File: config.mk
export PLATFORM = sky130hd
export DESIGN_NAME = mem_req_ctrl_flat
export DESIGN_NICKNAME = d
export VERILOG_FILES = /design/src/rtl/mem_req_pkg.sv /design/src/rtl/mem_req_if.sv /design/src/rtl/mem_req_timer.sv /design/src/rtl/mem_req_ctrl.sv /design/src/flat_wrapper.sv
export SDC_FILE = /design/constraint.sdc
export NUM_CORES = 1
export LEC_CHECK = 0
export ABC_AREA = 1
export BUFFER_PORTS_ARGS = -buffer_cell sky130_fd_sc_hd__buf_2
export CELL_PAD_IN_SITES_DETAIL_PLACEMENT = 2
export CELL_PAD_IN_SITES_GLOBAL_PLACEMENT = 2
export CORE_ASPECT_RATIO = 0.5
export CORE_MARGIN = 1
export CORE_UTILIZATION = 27
export DETAILED_ROUTE_END_ITERATION = 8
export PLACE_DENSITY_LB_ADDON = 0.1
export SLEW_MARGIN = 20
export SYNTH_ARGS = -nofsm -noshare
export SYNTH_HDL_FRONTEND = slang
export SYNTH_SLANG_ARGS = --single-unit
File: constraint.sdc
create_clock -name clk -period 4 [get_ports clk]
set_input_delay 0.8 -clock clk [delete_from_list [all_inputs] [get_ports clk]]
set_output_delay 0.8 -clock clk [all_outputs]
set_load 0.1 [all_outputs]
File: src/rtl/mem_req_pkg.sv
// rtl/mem_req_pkg.sv - shared types and default sizes for the memory request controller
package mem_req_pkg;

    localparam int DEF_ADDR_WIDTH     = 10;
    localparam int DEF_DATA_WIDTH     = 32;
    localparam int DEF_TIMEOUT_CYCLES = 256;

    typedef enum logic [1:0] {
        S_IDLE  = 2'd0,
        S_ISSUE = 2'd1,
        S_WAIT  = 2'd2,
        S_RESP  = 2'd3
    } state_t;

endpackage

File: src/rtl/mem_req_if.sv
// rtl/mem_req_if.sv - client request/response channel plus memory pin bundle
interface mem_req_if #(
    parameter int ADDR_WIDTH = mem_req_pkg::DEF_ADDR_WIDTH,
    parameter int DATA_WIDTH = mem_req_pkg::DEF_DATA_WIDTH
);
    logic                  req_valid;
    logic                  req_ready;
    logic                  req_we;
    logic [ADDR_WIDTH-1:0] req_addr;
    logic [DATA_WIDTH-1:0] req_wdata;
    logic                  rsp_valid;
    logic                  rsp_ready;
    logic [DATA_WIDTH-1:0] rsp_data;
    logic                  rsp_err;
    logic                  mem_enable;
    logic                  mem_we;
    logic [ADDR_WIDTH-1:0] mem_addr;
    logic [DATA_WIDTH-1:0] mem_wdata;
    logic [DATA_WIDTH-1:0] mem_rdata;
    logic                  mem_done;

    // master is the controller: it serves the client and drives the memory pins
    modport master (
        input  req_valid, req_we, req_addr, req_wdata, rsp_ready, mem_rdata, mem_done,
        output req_ready, rsp_valid, rsp_data, rsp_err, mem_enable, mem_we, mem_addr, mem_wdata
    );

    modport slave (
        output req_valid, req_we, req_addr, req_wdata, rsp_ready, mem_rdata, mem_done,
        input  req_ready, rsp_valid, rsp_data, rsp_err, mem_enable, mem_we, mem_addr, mem_wdata
    );
endinterface

File: src/rtl/mem_req_timer.sv
// rtl/mem_req_timer.sv - WAIT-cycle counter; expired flags the last allowed WAIT cycle
module mem_req_timer
    import mem_req_pkg::*;
#(
    parameter int TIMEOUT_CYCLES = DEF_TIMEOUT_CYCLES
) (
    input  logic clk,
    input  logic reset,
    input  logic i_clear,
    input  logic i_enable,
    output logic o_expired
);
    localparam int CW = $clog2(TIMEOUT_CYCLES + 1);

    logic [CW-1:0] r_count;

    always_ff @(posedge clk or posedge reset) begin
        if (reset) begin
            r_count <= '0;
        end else if (i_clear) begin
            r_count <= '0;
        end else if (i_enable && (r_count != CW'(TIMEOUT_CYCLES))) begin
            r_count <= r_count + 1'b1;
        end
    end

    // High on the WAIT cycle whose increment brings the count to TIMEOUT_CYCLES
    assign o_expired = i_enable && (r_count == CW'(TIMEOUT_CYCLES - 1));
endmodule

File: src/rtl/mem_req_ctrl.sv
// rtl/mem_req_ctrl.sv - single-outstanding request initiator for the slow memory; timeout via MEM_REQ_TIMEOUT_EN
module mem_req_ctrl
    import mem_req_pkg::*;
#(
    parameter int ADDR_WIDTH = DEF_ADDR_WIDTH,
    parameter int DATA_WIDTH = DEF_DATA_WIDTH
`ifdef MEM_REQ_TIMEOUT_EN
    ,
    parameter int TIMEOUT_CYCLES = DEF_TIMEOUT_CYCLES
`endif
) (
    input  logic     clk,
    input  logic     reset,
    mem_req_if.master bus,
    output logic     busy
);
    state_t                r_state;
    logic                  r_req_ready;
    logic                  r_rsp_valid;
    logic [DATA_WIDTH-1:0] r_rsp_data;
    logic                  r_mem_enable;
    logic                  r_mem_we;
    logic [ADDR_WIDTH-1:0] r_mem_addr;
    logic [DATA_WIDTH-1:0] r_mem_wdata;
    logic                  r_busy;
    logic                  w_accept;
    logic                  w_expired;

    assign w_accept = (r_state == S_IDLE) && bus.req_valid && r_req_ready;

`ifdef MEM_REQ_TIMEOUT_EN
    logic r_rsp_err;

    mem_req_timer #(
        .TIMEOUT_CYCLES(TIMEOUT_CYCLES)
    ) u_timer (
        .clk      (clk),
        .reset    (reset),
        .i_clear  (w_accept),
        .i_enable (r_state == S_WAIT),
        .o_expired(w_expired)
    );

    assign bus.rsp_err = r_rsp_err;
`else
    assign w_expired   = 1'b0;
    assign bus.rsp_err = 1'b0;
`endif

    always_ff @(posedge clk or posedge reset) begin
        if (reset) begin
            r_state      <= S_IDLE;
            r_req_ready  <= 1'b0;
            r_rsp_valid  <= 1'b0;
            r_rsp_data   <= '0;
            r_mem_enable <= 1'b0;
            r_mem_we     <= 1'b0;
            r_mem_addr   <= '0;
            r_mem_wdata  <= '0;
            r_busy       <= 1'b0;
`ifdef MEM_REQ_TIMEOUT_EN
            r_rsp_err    <= 1'b0;
`endif
        end else begin
            case (r_state)
                S_IDLE: begin
                    r_req_ready <= 1'b1;
                    if (w_accept) begin
                        r_mem_we     <= bus.req_we;
                        r_mem_addr   <= bus.req_addr;
                        r_mem_wdata  <= bus.req_wdata;
                        r_req_ready  <= 1'b0;
                        r_mem_enable <= 1'b1;
                        r_busy       <= 1'b1;
                        r_state      <= S_ISSUE;
                    end
                end
                // mem_done may still show the previous access here, so it is not looked at
                S_ISSUE: r_state <= S_WAIT;
                S_WAIT: begin
                    if (bus.mem_done) begin
                        r_rsp_data   <= bus.mem_rdata;
                        r_mem_enable <= 1'b0;
                        r_rsp_valid  <= 1'b1;
                        r_state      <= S_RESP;
`ifdef MEM_REQ_TIMEOUT_EN
                        r_rsp_err    <= 1'b0;
`endif
                    end else if (w_expired) begin
                        r_rsp_data   <= '0;
                        r_mem_enable <= 1'b0;
                        r_rsp_valid  <= 1'b1;
                        r_state      <= S_RESP;
`ifdef MEM_REQ_TIMEOUT_EN
                        r_rsp_err    <= 1'b1;
`endif
                    end
                end
                S_RESP: begin
                    if (bus.rsp_ready) begin
                        r_rsp_valid <= 1'b0;
                        r_req_ready <= 1'b1;
                        r_busy      <= 1'b0;
                        r_state     <= S_IDLE;
                    end
                end
                default: r_state <= S_IDLE;
            endcase
        end
    end

    assign bus.req_ready  = r_req_ready;
    assign bus.rsp_valid  = r_rsp_valid;
    assign bus.rsp_data   = r_rsp_data;
    assign bus.mem_enable = r_mem_enable;
    assign bus.mem_we     = r_mem_we;
    assign bus.mem_addr   = r_mem_addr;
    assign bus.mem_wdata  = r_mem_wdata;
    assign busy           = r_busy;
endmodule

File: src/flat_wrapper.sv
// flat-port wrapper written by rule: the top's interface ports become plain ports
module mem_req_ctrl_flat import mem_req_pkg::*;
#(
    parameter int ADDR_WIDTH = DEF_ADDR_WIDTH,
    parameter int DATA_WIDTH = DEF_DATA_WIDTH

)
  (clk, reset, busy, bus_req_valid, bus_req_we, bus_req_addr, bus_req_wdata, bus_rsp_ready, bus_mem_rdata, bus_mem_done, bus_req_ready, bus_rsp_valid, bus_rsp_data, bus_rsp_err, bus_mem_enable, bus_mem_we, bus_mem_addr, bus_mem_wdata);
  mem_req_if #(.ADDR_WIDTH(ADDR_WIDTH), .DATA_WIDTH(DATA_WIDTH)) bus_i ();
  input  logic clk;
  input  logic reset;
  output logic busy;
  input wire logic [$bits(bus_i.req_valid)-1:0] bus_req_valid;
  input wire logic [$bits(bus_i.req_we)-1:0] bus_req_we;
  input wire logic [$bits(bus_i.req_addr)-1:0] bus_req_addr;
  input wire logic [$bits(bus_i.req_wdata)-1:0] bus_req_wdata;
  input wire logic [$bits(bus_i.rsp_ready)-1:0] bus_rsp_ready;
  input wire logic [$bits(bus_i.mem_rdata)-1:0] bus_mem_rdata;
  input wire logic [$bits(bus_i.mem_done)-1:0] bus_mem_done;
  output wire logic [$bits(bus_i.req_ready)-1:0] bus_req_ready;
  output wire logic [$bits(bus_i.rsp_valid)-1:0] bus_rsp_valid;
  output wire logic [$bits(bus_i.rsp_data)-1:0] bus_rsp_data;
  output wire logic [$bits(bus_i.rsp_err)-1:0] bus_rsp_err;
  output wire logic [$bits(bus_i.mem_enable)-1:0] bus_mem_enable;
  output wire logic [$bits(bus_i.mem_we)-1:0] bus_mem_we;
  output wire logic [$bits(bus_i.mem_addr)-1:0] bus_mem_addr;
  output wire logic [$bits(bus_i.mem_wdata)-1:0] bus_mem_wdata;
  assign bus_i.req_valid = bus_req_valid;
  assign bus_i.req_we = bus_req_we;
  assign bus_i.req_addr = bus_req_addr;
  assign bus_i.req_wdata = bus_req_wdata;
  assign bus_i.rsp_ready = bus_rsp_ready;
  assign bus_i.mem_rdata = bus_mem_rdata;
  assign bus_i.mem_done = bus_mem_done;
  assign bus_req_ready = bus_i.req_ready;
  assign bus_rsp_valid = bus_i.rsp_valid;
  assign bus_rsp_data = bus_i.rsp_data;
  assign bus_rsp_err = bus_i.rsp_err;
  assign bus_mem_enable = bus_i.mem_enable;
  assign bus_mem_we = bus_i.mem_we;
  assign bus_mem_addr = bus_i.mem_addr;
  assign bus_mem_wdata = bus_i.mem_wdata;
  mem_req_ctrl #(.ADDR_WIDTH(ADDR_WIDTH), .DATA_WIDTH(DATA_WIDTH)) u_core (.clk(clk), .reset(reset), .bus(bus_i), .busy(busy));
endmodule
==> results.yml <==
global_routing:
  antenna_found_initial: 0
  overflow: 0
  grt_pass1_wl_um: 15000
  grt_max_degree: 87
  first_global_vias: 3089
  grt_util_all_layers_pct: 15.7
sta:
  final.min_clock_period_ns: 2.42
  finClkSkew_ns: 0.00668
  fmax_ghz: 0.413
  relSlewSlack_pct: 36.8
  hold_violations: 0
  fin_crit_sh_pct: 60.6
  rsz0062_at_grt: "no"
  fin_setup_tns_ns: 0
  drv_slew: 0
  setup_viol: 0
  setup_slack_ns: 1.58
  tightest_slew_ns: 0.943
clock_network:
  insertion_delay_ns: 0.34
  cts.clk_slew.worst_paths_ns: 0.06
  cts_hold_buffers: 0
  cts_sinks: 81
  htree_levels: 3
  cts_tree: "yes"
  cts_setup_buffers: 0
  cts_buffers: 9
  cts_resized: 0
  root_buffer: "clkbuf_16"
  cts_buffer_depth: 2
flow_run:
  maxCapViolCount: 0
worst_setup_path:
  setup.worst_path.start: "u_core.r_state[0]$_DFFE_PP0P_"
  critPathCapture: "u_core.bus.rsp_data[25]$_DFFE_PP0P_"
  cp_max_fo: 33
  start_kind: "register"
  arrival_ns: 2.63
  end_kind: "register"
  rr_startpoint: "u_core.r_state[0]$_DFFE_PP0P_"
  path_class: "reg -> reg"
  reg2reg_depth: 7
  cp.required_ns: 4.21
  regToRegEndpoint: "u_core.bus.rsp_data[25]$_DFFE_PP0P_"
  r2r_setup_slack_ns: 1.58
placed_design:
  hpwlAfterDp_um: 6660
  port_buffers: 158
  gp_congestion: 0.706
  postPlaceCellArea_sq_mm: 0.00420
  dp_slack_ns: 1.62
logic_synthesis:
  ys_seq_elements: 81
  synth_top_area_share_pct: 61.9
  synth_fa_ha_area_share_pct: 1.15
  yosys-top-cells-area: "dfrtp_1, nand2_1, inv_1"
  synth-compound-area-share_pct: 7.22
  yosys.area_share.simple_pct: 19.9
  syn-num-nets: 455
  synth.distinct_cells: 16
  synth_top_family_by_area: "simple AND/OR/NAND/NOR gates"
  synth_mux_area_share_pct: 0
  syn_avg_cell_area_sq_um: 8.80
  seq_area_frac_synth_pct: 61.9
  synth_top_cell_by_area: "dfrtp_1"
  synth_area_sq_mm: 0.00327
  ys_warn_count: 0
  synth_xor_xnor_area_share_pct: 0
  syn_inst: 372
route:
  drcViolationCount: 0
  via_count: 2874
  first_iter_violations: 140
  wirelength_um: 9260
  detail-route-antenna-nets: 0
  vias_per_cell: 4.15
  firstDrtPassIters: 4
  drt-wirelength-per-cell_um: 13.4
layout:
  seqCellArea_sq_mm: 0.00203
  area_growth_pct: 38.8
  final_nets: 612
  layout_common_cells: "nand2_1, buf_2, dfrtp_1, inv_1, o21ai_1"
  multi_input_area_sq_um: 928
  fin_area_sq_mm: 0.00454
  layout-drive-gt1-share_pct: 34.1
  antennaDiodeCount: 0
  fillers: 1340
  layout_commonest_cell: "nand2_1"
worst_hold_path:
  worstHoldPathType: "reg -> reg"
floorplanning:
  die_h_um: 79.9
  die_area_sq_mm: 0.0126
  die_w_um: 158
  num_rows: 27
  initial_core_util_pct: 28.8
  coreArea_sq_mm: 0.0114
  ioPinCount: 160
run_status:
  status: "completed"
Yosys cell counts:
| cell type | n |
|---|---|
| buf_2 | 3 |
| o21ai_2 | 3 |
| dfrtp_1 | 81 |
| nand3_2 | 1 |
| nand2_1 | 161 |
| inv_1 | 56 |
| nor2_1 | 4 |
| o21ai_1 | 27 |
| nand3_1 | 3 |
| buf_4 | 4 |
| nand4_1 | 1 |
| buf_6 | 4 |
| conb_1 | 1 |
| ha_1 | 3 |
| clkbuf_1 | 5 |
| o21ai_0 | 15 |
layout make-up:
type | instances | area share [%]
sequential | 81 | 44.6
multi-input combinational | 219 | 20.4
timing repair buffer | 162 | 18.3
clock buffer | 11 | 5.34
inverter | 56 | 4.65
tap | 159 | 4.38
clock inverter | 5 | 2.26
flip-flops by register name, summed over array words and instances, names as in the netlist:
register               count
u_core.bus.rsp_data       32
u_core.r_state             2
u_core.busy                1
u_core.bus.rsp_valid       1
u_core.bus.mem_addr       10
u_core.bus.mem_wdata      32
u_core.bus.req_ready       1
u_core.bus.mem_we          1
u_core.bus.mem_enable      1
cell families after synthesis:
| group | Yosys count |
|---|---|
| fa+ha+maj | 3 |
| buf+inv | 72 |
| simple gates | 170 |
| compound gates | 45 |
| flops | 81 |
| other cells | 1 |
critical path: stages (launching register included):
cell      delay [ns]
dfrtp_1         0.37
inv_1           0.07
ha_1            0.26
nand2_1         0.08
buf_4           0.32
clkinv_1        0.84
nand2_1         0.28
nand2_1         0.08
stage by stage:
| stage | utilization [%] | hold slack, ns | instances |
|---|---|---|---|
| after global placement | 36.9 | 0.457 | 677 |
| after CTS | 39.9 | 0.481 | 693 |
| after global routing | 39.9 | 0.508 | 693 |
| after floorplan | - | 0.469 | 372 |
| after detailed placement | 36.9 | 0.463 | 677 |
| final | 39.9 | 0.475 | 693 |
worst min path at each step:
stage | to | start | cells after the start | slack [ns]
after floorplan | u_core.r_state[0]$_DFFE_PP0P_ | u_core.r_state[0]$_DFFE_PP0P_ | 2 | 0.47
after global placement | u_core.bus.mem_enable$_DFFE_PP0P_ | u_core.bus.mem_enable$_DFFE_PP0P_ | 2 | 0.46
after detailed placement | u_core.bus.rsp_data[20]$_DFFE_PP0P_ | u_core.bus.rsp_data[20]$_DFFE_PP0P_ | 2 | 0.46
after CTS | u_core.bus.rsp_data[20]$_DFFE_PP0P_ | u_core.bus.rsp_data[20]$_DFFE_PP0P_ | 2 | 0.48
after global routing | u_core.bus.rsp_data[17]$_DFFE_PP0P_ | u_core.bus.rsp_data[17]$_DFFE_PP0P_ | 2 | 0.51
final | u_core.bus.rsp_data[20]$_DFFE_PP0P_ | u_core.bus.rsp_data[20]$_DFFE_PP0P_ | 2 | 0.47
routing by layer:
metal  vias to the layer above  GRT usage [%]  part of all wire (%)
met1                      1355           17.5                    42
met2                        90           27.2                    48
met5                         -              0                     0
met4                         0           4.66                   1.0
met3                         8           6.68                   8.8
li1                       1421              -                     -
Power is not shown: default switching activity piles up to over one toggle a cycle in this logic, so the estimate is an artifact.
